`config.mk`:
```
export PLATFORM = sky130hd
export DESIGN_NAME = sys_bus_arbiter
export DESIGN_NICKNAME = d
export VERILOG_FILES = /design/src/rtl/sys_bus_arbiter.sv
export SDC_FILE = /design/constraint.sdc
export NUM_CORES = 1
export LEC_CHECK = 0
export ABC_AREA = 1
export CORE_AREA = 2 2 145 147
export CTS_CLUSTER_DIAMETER = 200
export DETAILED_ROUTE_END_ITERATION = 7
export DIE_AREA = 0 0 147 149
export GPL_ROUTABILITY_DRIVEN = 0
export PLACE_DENSITY = 0.68
export SETUP_SLACK_MARGIN = 0.2
export SYNTH_ARGS = -nofsm -noshare
export SYNTH_HDL_FRONTEND = slang
export SYNTH_SLANG_ARGS = --single-unit
```
`constraint.sdc`:
```
create_clock -name i_clk -period 2.49 [get_ports i_clk]
set_input_delay 0.249 -clock i_clk [delete_from_list [all_inputs] [get_ports i_clk]]
set_output_delay 0.249 -clock i_clk [all_outputs]
set_load 0.02 [all_outputs]
```
`src/rtl/sys_bus_arbiter.sv`:
```
// Two-master data-side bus arbiter with fixed memory-map decode.
// Master 0 (CPU M-stage) has priority; master 1 (loader/debug) is
// guaranteed a grant after MAX_WAIT consecutive denied cycles.
// Responses (rvalid/err/rdata) arrive one cycle after the grant.
module sys_bus_arbiter #(
    parameter int unsigned MAX_WAIT = 4
) (
    input  logic        i_clk,
    input  logic        i_reset,
    input  logic        i_m0_req,
    input  logic        i_m0_we,
    input  logic [3:0]  i_m0_be,
    input  logic [31:0] i_m0_addr,
    input  logic [31:0] i_m0_wdata,
    input  logic        i_m1_req,
    input  logic        i_m1_we,
    input  logic [3:0]  i_m1_be,
    input  logic [31:0] i_m1_addr,
    input  logic [31:0] i_m1_wdata,
    output logic        o_m0_gnt,
    output logic        o_m0_rvalid,
    output logic        o_m0_err,
    output logic [31:0] o_m0_rdata,
    output logic        o_m1_gnt,
    output logic        o_m1_rvalid,
    output logic        o_m1_err,
    output logic [31:0] o_m1_rdata,
    output logic [31:0] o_s_addr,
    output logic [31:0] o_s_wdata,
    output logic [3:0]  o_s_be,
    output logic        o_dm_we,
    output logic        o_tc0_we,
    output logic        o_tc1_we,
    output logic        o_ig_we,
    input  logic [31:0] i_dm_rdata,
    input  logic [31:0] i_tc0_rdata,
    input  logic [31:0] i_tc1_rdata
);

    localparam logic [3:0] LP_MAX_WAIT = 4'(MAX_WAIT);

    logic [3:0]  r_wait_cnt;
    logic        r_valid;
    logic        r_owner;
    logic        r_read;
    logic        r_err;
    logic        r_dm_sel;
    logic [31:0] r_data;

    logic        w_m0_gnt;
    logic        w_m1_gnt;
    logic        w_any_gnt;
    logic        w_we;
    logic        w_hit_dm;
    logic        w_hit_tc0;
    logic        w_hit_tc1;
    logic        w_hit_ig;
    logic        w_hit_tc;
    logic        w_err;
    logic        w_resp;
    logic [31:0] w_rdata;

    // Arbitration: m1 wins when m0 is idle or m1 has waited MAX_WAIT cycles.
    // Grants are held low during reset so no access is issued.
    always_comb begin
        w_m1_gnt  = ~i_reset & i_m1_req & (~i_m0_req | (r_wait_cnt == LP_MAX_WAIT));
        w_m0_gnt  = ~i_reset & i_m0_req & ~w_m1_gnt;
        w_any_gnt = w_m0_gnt | w_m1_gnt;
    end

    // Slave bus mux: granted master's signals, zero when idle.
    always_comb begin
        o_s_addr  = 32'h0;
        o_s_wdata = 32'h0;
        o_s_be    = 4'h0;
        w_we      = 1'b0;
        if (w_m0_gnt) begin
            o_s_addr  = i_m0_addr;
            o_s_wdata = i_m0_wdata;
            o_s_be    = i_m0_be;
            w_we      = i_m0_we;
        end else if (w_m1_gnt) begin
            o_s_addr  = i_m1_addr;
            o_s_wdata = i_m1_wdata;
            o_s_be    = i_m1_be;
            w_we      = i_m1_we;
        end
    end

    // Address decode and access-legality check on the granted access.
    always_comb begin
        w_hit_dm  = (o_s_addr <= 32'h0000_2FFF);
        w_hit_tc0 = (o_s_addr >= 32'h0000_7F00) && (o_s_addr <= 32'h0000_7F0B);
        w_hit_tc1 = (o_s_addr >= 32'h0000_7F10) && (o_s_addr <= 32'h0000_7F1B);
        w_hit_ig  = (o_s_addr >= 32'h0000_7F20) && (o_s_addr <= 32'h0000_7F23);
        w_hit_tc  = w_hit_tc0 | w_hit_tc1;
        // COUNT sits at timer word offset 0x8 and is read-only.
        w_err = ~(w_hit_dm | w_hit_tc | w_hit_ig)
              | (w_hit_tc & (o_s_be != 4'b1111))
              | (w_hit_tc & w_we & (o_s_addr[3:2] == 2'b10))
              | (o_s_be == 4'b0000);
    end

    // Per-slave write strobes, suppressed on error.
    always_comb begin
        o_dm_we  = w_any_gnt & w_we & w_hit_dm  & ~w_err;
        o_tc0_we = w_any_gnt & w_we & w_hit_tc0 & ~w_err;
        o_tc1_we = w_any_gnt & w_we & w_hit_tc1 & ~w_err;
        o_ig_we  = w_any_gnt & w_we & w_hit_ig  & ~w_err;
    end

    // Bounded-wait counter for master 1, saturating at MAX_WAIT.
    always_ff @(posedge i_clk) begin
        if (i_reset) begin
            r_wait_cnt <= 4'h0;
        end else if (i_m1_req && !w_m1_gnt) begin
            if (r_wait_cnt != LP_MAX_WAIT) begin
                r_wait_cnt <= r_wait_cnt + 4'h1;
            end
        end else begin
            r_wait_cnt <= 4'h0;
        end
    end

    // Response capture at grant; timer read data is sampled here since it
    // is only valid while s_addr points at the timer.
    always_ff @(posedge i_clk) begin
        if (i_reset) begin
            r_valid  <= 1'b0;
            r_owner  <= 1'b0;
            r_read   <= 1'b0;
            r_err    <= 1'b0;
            r_dm_sel <= 1'b0;
            r_data   <= 32'h0;
        end else begin
            r_valid  <= w_any_gnt;
            r_owner  <= w_m1_gnt;
            r_read   <= w_any_gnt & ~w_we;
            r_err    <= w_any_gnt & w_err;
            r_dm_sel <= w_any_gnt & ~w_we & w_hit_dm & ~w_err;
            if (w_any_gnt && !w_we && !w_err && w_hit_tc0) begin
                r_data <= i_tc0_rdata;
            end else if (w_any_gnt && !w_we && !w_err && w_hit_tc1) begin
                r_data <= i_tc1_rdata;
            end else begin
                r_data <= 32'h0;
            end
        end
    end

    // Response mux, routed only to the owning master; a response pending
    // across reset is dropped.
    always_comb begin
        w_resp  = r_valid & ~i_reset;
        w_rdata = 32'h0;
        if (r_read && !r_err) begin
            w_rdata = r_dm_sel ? i_dm_rdata : r_data;
        end
        o_m0_rvalid = w_resp & ~r_owner;
        o_m1_rvalid = w_resp & r_owner;
        o_m0_err    = o_m0_rvalid & r_err;
        o_m1_err    = o_m1_rvalid & r_err;
        o_m0_rdata  = o_m0_rvalid ? w_rdata : 32'h0;
        o_m1_rdata  = o_m1_rvalid ? w_rdata : 32'h0;
        o_m0_gnt    = w_m0_gnt;
        o_m1_gnt    = w_m1_gnt;
    end

endmodule

```
* Yosys cells after proc, flatten, opt, wreduce, memory -nomap -nowiden *
Cells that the tools add are included.

word-level totals
  output and inout port bits = 142
  register bits = 41
  logic and storage cells = 89

cells by class
  equality and inequality tests = 4
  magnitude comparators = 7
  bitwise logic cells = 41
  multiplexer cells = 14
  $add $sub $neg = 1
  reduce and logical (&&, ||, !) cells = 15

operators by type and width
  kind                  count
  $mux 32               10
  $ge 32x15->1 const B  3
  $le 32x15->1 const B  3
  $le 32x14->1 const B  1
  $and 1x1->1           25
  $logic_and 1x1->1     9
  $mux 4                2
  $not 1->1             8
  $or 1x1->1            8
  $add 4x1->4 const B   1
  $eq 4x3->1 const B    1
  $logic_not 1->1       4
  $logic_not 4->1       1
  $ne 4x3->1 const B    1
  $ne 4x4->1 const B    1
  $eq 2x2->1 const B    1
  $mux 1                2
  $reduce_or 2->1       1

* Logic depth before layout (Yosys ltp) *
  depth after elaboration = 20
  mapped depth = 23
  mapped depth without buffers = 21

* Worst setup path before layout *
OpenSTA, ideal clock, no wires.

  kind = register to output
  start = register r_wait_cnt[0]
  end = output o_tc0_we
  data arrival time = 2.591 ns
  setup slack = -0.350 ns
  stages on the path, launching flop included = 17
  path buffers = 2
  path through = dfxtp_1 inv_1 ha_1 nand3_4 nand2_2 nand2_4 buf_4 o22ai_1 nand2_1 nor2_1 o31ai_1 nand3_1 nand2_2 nor2_8 nand2_8 buf_6 nor2_1

between the ends
  elaborated cells between the ends (all ways) = 39

RTL lines
  what                      line  RTL
  start: declaration        42    logic [3:0] r_wait_cnt;
  start signal: assignment  118   r_wait_cnt <= r_wait_cnt + 4'h1;
  $eq 4x3->1 *              66    w_m1_gnt = ~i_reset & i_m1_req & (~i_m0_req | (r_wait_cnt == LP_MAX_WAIT));
  $or 1x1->1 *              66
  $and 1x1->1 *             66
  $not 1->1                 67    w_m0_gnt = ~i_reset & i_m0_req & ~w_m1_gnt;
  $and 1x1->1               67
  $mux 4 *                  77    if (w_m0_gnt) begin
  net o_s_be[1]             30    output logic [3:0] o_s_be,
  $ne 4x4->1                99    | (w_hit_tc & (o_s_be != 4'b1111))
  $and 1x1->1               99
  $or 1x1->1                99
  $or 1x1->1                100   | (w_hit_tc & w_we & (o_s_addr[3:2] == 2'b10))
  $or 1x1->1 *              101   | (o_s_be == 4'b0000);
  $not 1->1 *               107   o_tc0_we = w_any_gnt & w_we & w_hit_tc0 & ~w_err;
  $and 1x1->1 *             107
  end: declaration          32    output logic o_tc0_we,

Mark *: on every way through the listed nets, which the timed path passes. The rest lies on a longest branch.

* Worst setup path after layout *
  start = register r_wait_cnt[0]
  end = output o_dm_we

between the ends
  cells in the longest elaborated chain, start to end = 17
  elaborated cells between the ends (all ways) = 39

RTL lines
  what                                        line    RTL
  $eq 4x3->1 *                                66
  $or 1x1->1 *                                66
  $and 1x1->1 *                               66
  $not 1->1                                   67
  $and 1x1->1                                 67
  $mux 32                                     77
  $ge 32x15->1, or another cell as far along  93      w_hit_tc0 = (o_s_addr >= 32'h0000_7F00) && (o_s_addr <= 32'h0000_7F0B);
  $logic_and 1x1->1 (on tied branches)        93, 94
  $or 1x1->1                                  96      w_hit_tc = w_hit_tc0 | w_hit_tc1;
  $or 1x1->1 (2 in a row)                     98      w_err = ~(w_hit_dm | w_hit_tc | w_hit_ig)
  $not 1->1                                   98
  $or 1x1->1                                  99
  $or 1x1->1                                  100
  $or 1x1->1                                  101
  $not 1->1                                   106     o_dm_we = w_any_gnt & w_we & w_hit_dm & ~w_err;
  $and 1x1->1 *                               106
  end: declaration                            31      output logic o_dm_we,

Every way passes the cells marked *; elsewhere a longest branch is shown, timed or not.

==> impl_metrics.json <==
{
  "detailroute.via_count": 6029,
  "path_max_fanout": 6,
  "status": "complete, but fails checks",
  "slew_violations": 0,
  "layout.nets": 1359,
  "hold_viol": 0,
  "r2r_cells": 22,
  "core-area_mm2": 0.02056,
  "period_needed_ns": 2.994,
  "yosysSeqAreaShare_pct": 21.50,
  "synth-async-reset-ratio_pct": 0,
  "max_slew_margin_pct": 72.48,
  "avgSynthCellArea_um2": 5.819,
  "tns_ns": -12.93,
  "routed-wl-met2_um": 11030,
  "reg2reg_to": "r_data[24]",
  "fillers": 2007,
  "grt_max_degree": 34,
  "ys_types": 36,
  "power.density_mw_per_mm2": 266.4,
  "cts_buffer_depth": 2,
  "dp_hpwl_um": 16620,
  "clk_pin_slew_ns": 0.06,
  "synth_flop_cell": "dfxtp_1",
  "syn2layout_area_growth_pct": 158.7,
  "io_pins": 380,
  "ys_ff_latch": 41,
  "initial_core_util_pct": 18.57,
  "required_ns": 2.24,
  "layout-drive-gt1-share_pct": 32.68,
  "die-area_mm2": 0.02190,
  "wl_per_cell_um": 16.15,
  "r2r_start": "r_wait_cnt[0]",
  "violations": "negative setup slack",
  "die_h_um": 149,
  "via_per_inst": 4.322,
  "synth_top_area_cell": "nand2_1",
  "synth_edf_count": 0,
  "htree_num_levels": 2,
  "dieWidth_um": 147,
  "cts_tree": "yes",
  "synthesis.nets": 896,
  "p_total_w": 0.002630,
  "worstSkewPairLatency_ns": 0.29,
  "rsz0062_at_grt": "yes",
  "antenna_found_initial": 0,
  "final_antenna_net_count": 0,
  "min_period_over_period_pct": 120.3,
  "hold_class": "input port to flip-flop",
  "final.setup_skew_ns": 0.002417,
  "worst_slew_pin_slew_ns": 0.4123,
  "worst_slack_ns": -0.5043,
  "max_cap_viol_count": 0,
  "cellLeakagePower_nw": 4.778,
  "fmax_ghz": 0.3340,
  "drt_first_pass_iters": 4,
  "syn_area_mm2": 0.003817,
  "grt_pass1_wl_um": 32520,
  "synth_commonest_cells": "nand2_1, nor2_1, inv_1, dfxtp_1, nand3_1",
  "drt-initial-drc-count": 220,
  "num_antenna_cells": 0,
  "rows": 53,
  "min_from": "i_tc0_rdata[11]",
  "top_layer_used": "met4",
  "grt_overflow": 0,
  "ys_warn_count": 0,
  "crit_path_end_kind": "output port",
  "ir_worst_vdd_mv": 0.2349,
  "critPathArrivalTime_ns": 2.75,
  "yosysMostFrequentCell": "nand2_1",
  "wl_met3_um": 1916,
  "synth_top_area_share_pct": 21.83,
  "port_buffers": 379,
  "route.final.wire_length_um": 22530,
  "met1_length_um": 9107,
  "cts_sinks": 41,
  "setup_viol": 38,
  "grt_pass1_vias": 5982,
  "ys_top_cells_by_area": "nand2_1, dfxtp_1, nor2_1, a22o_1, o21a_1",
  "drc_errors": 0,
  "holdPathStages": 3,
  "min_to": "r_data[11]",
  "reg2reg_slack_ns": -0.39,
  "cts_hold_buf": 0,
  "syn-instance-count": 656,
  "cts_buffers": 5,
  "grt.total_usage_pct": 18.85,
  "dpl_worst_slack_ns": -0.8773,
  "ctsRootBufferMaster": "clkbuf_16",
  "start_kind": "flip-flop",
  "crit_type": "flip-flop to output port"
}
[repair_timing]
item                                    in CTS  in global routing
gates cloned                                 6                  7
endpoints found under the setup margin     173                 92
pin swaps                                   31                 69
setup buffers                               10                 15
resized for setup                          331                179
[kinds of logic (layout without fill, tap and decap cells)]
family                   count (synthesis)  after routing  synth area share (%)
AO/OA/AOI/OAI                          110            110                 20.58
flip-flops                              41             41                 21.50
adder cells (fa/ha/maj)                  2              2                0.6554
XOR/XNOR                                 2              2                0.4589
buffers and inverters                  111            573                 13.44
AND/OR/NAND/NOR                        390            392                 43.36
[worst max path at each step]
stage / startpoint / endpoint / slack (ns) / cells after the start
after floorplan: r_wait_cnt[0] / o_tc0_we / -0.04 / 19
after global placement: i_m0_req / o_tc0_we / -0.85 / 18
after detailed placement: i_m0_req / o_tc0_we / -0.88 / 18
after CTS: r_wait_cnt[0] / o_dm_we / -0.45 / 17
after global routing: r_wait_cnt[0] / o_dm_we / -0.64 / 17
final: r_wait_cnt[0] / o_dm_we / -0.50 / 17
[worst max-delay path, cell delays in order (launching register included)]
cell	delay, ns
dfxtp_2	0.33
inv_2	0.04
ha_4	0.16
nand3_4	0.09
a21oi_4	0.09
buf_6	0.12
buf_6	0.12
clkbuf_16	0.17
nand2_2	0.08
nand2_4	0.07
nor2_2	0.11
nand2_2	0.07
nor2_4	0.13
nand4_1	0.21
buf_4	0.20
or2_4	0.24
nor2_4	0.10
buf_6	0.12
[state kept, by name, summed over array words and instances (netlist names)]
signal	count
r_wait_cnt	4
r_data	32
r_owner	1
r_read	1
r_valid	1
r_dm_sel	1
r_err	1
[metrics by stage]
step	std cells	cell area [um^2]	utilization (%)	hold WS (ns)
floorplan	656	4238	-	0.3449
global placement	1349	8785	42.73	0.5021
detailed placement	1349	8785	42.73	0.5220
CTS	1373	9163	44.57	0.4816
global route	1395	9874	48.03	0.4947
finish	1395	9874	48.03	0.4904
[cell type report]
type | instances | area [um^2] | area share (%)
sequential | 41 | 823.3 | 8.338
multi-input combinational | 506 | 3299 | 33.41
tap | 275 | 344.1 | 3.485
timing repair buffer | 495 | 4970 | 50.33
clock inverter | 1 | 30.03 | 0.3041
clock buffer | 7 | 142.6 | 1.445
inverter | 70 | 265.3 | 2.686
[routing by layer]
layer | vias to the layer above | global-route usage [%]
met5 | - | 0
met4 | 0 | 5.096
met3 | 36 | 5.810
met2 | 249 | 33.00
met1 | 2737 | 22.42
li1 | 3007 | -
[where the power goes]
group	switching, W	total (W)	internal (W)
Clock	0.000286	0.000788	0.000502
Combinational	0.000515	0.00118	0.000662
Sequential	0.00000320	0.000665	0.000662
[cell usage in the layout, fill, tap and decap left out, drive strengths merged, types with 2 or more instances in the layout]
| master | n |
|---|---|
| dfxtp | 41 |
| o21ai | 35 |
| buf | 152 |
| nand4 | 3 |
| inv | 69 |
| dlygate4sd2 | 74 |
| ha | 2 |
| nand2 | 230 |
| nand3 | 42 |
| clkdlybuf4s15 | 10 |
| o2111ai | 2 |
| o22ai | 2 |
| nor2 | 109 |
| a21oi | 6 |
| nor3 | 4 |
| clkdlybuf4s50 | 239 |
| clkbuf | 26 |
| nand3b | 2 |
| a22o | 32 |
| o21a | 32 |
(Power assumes the default switching activity.)
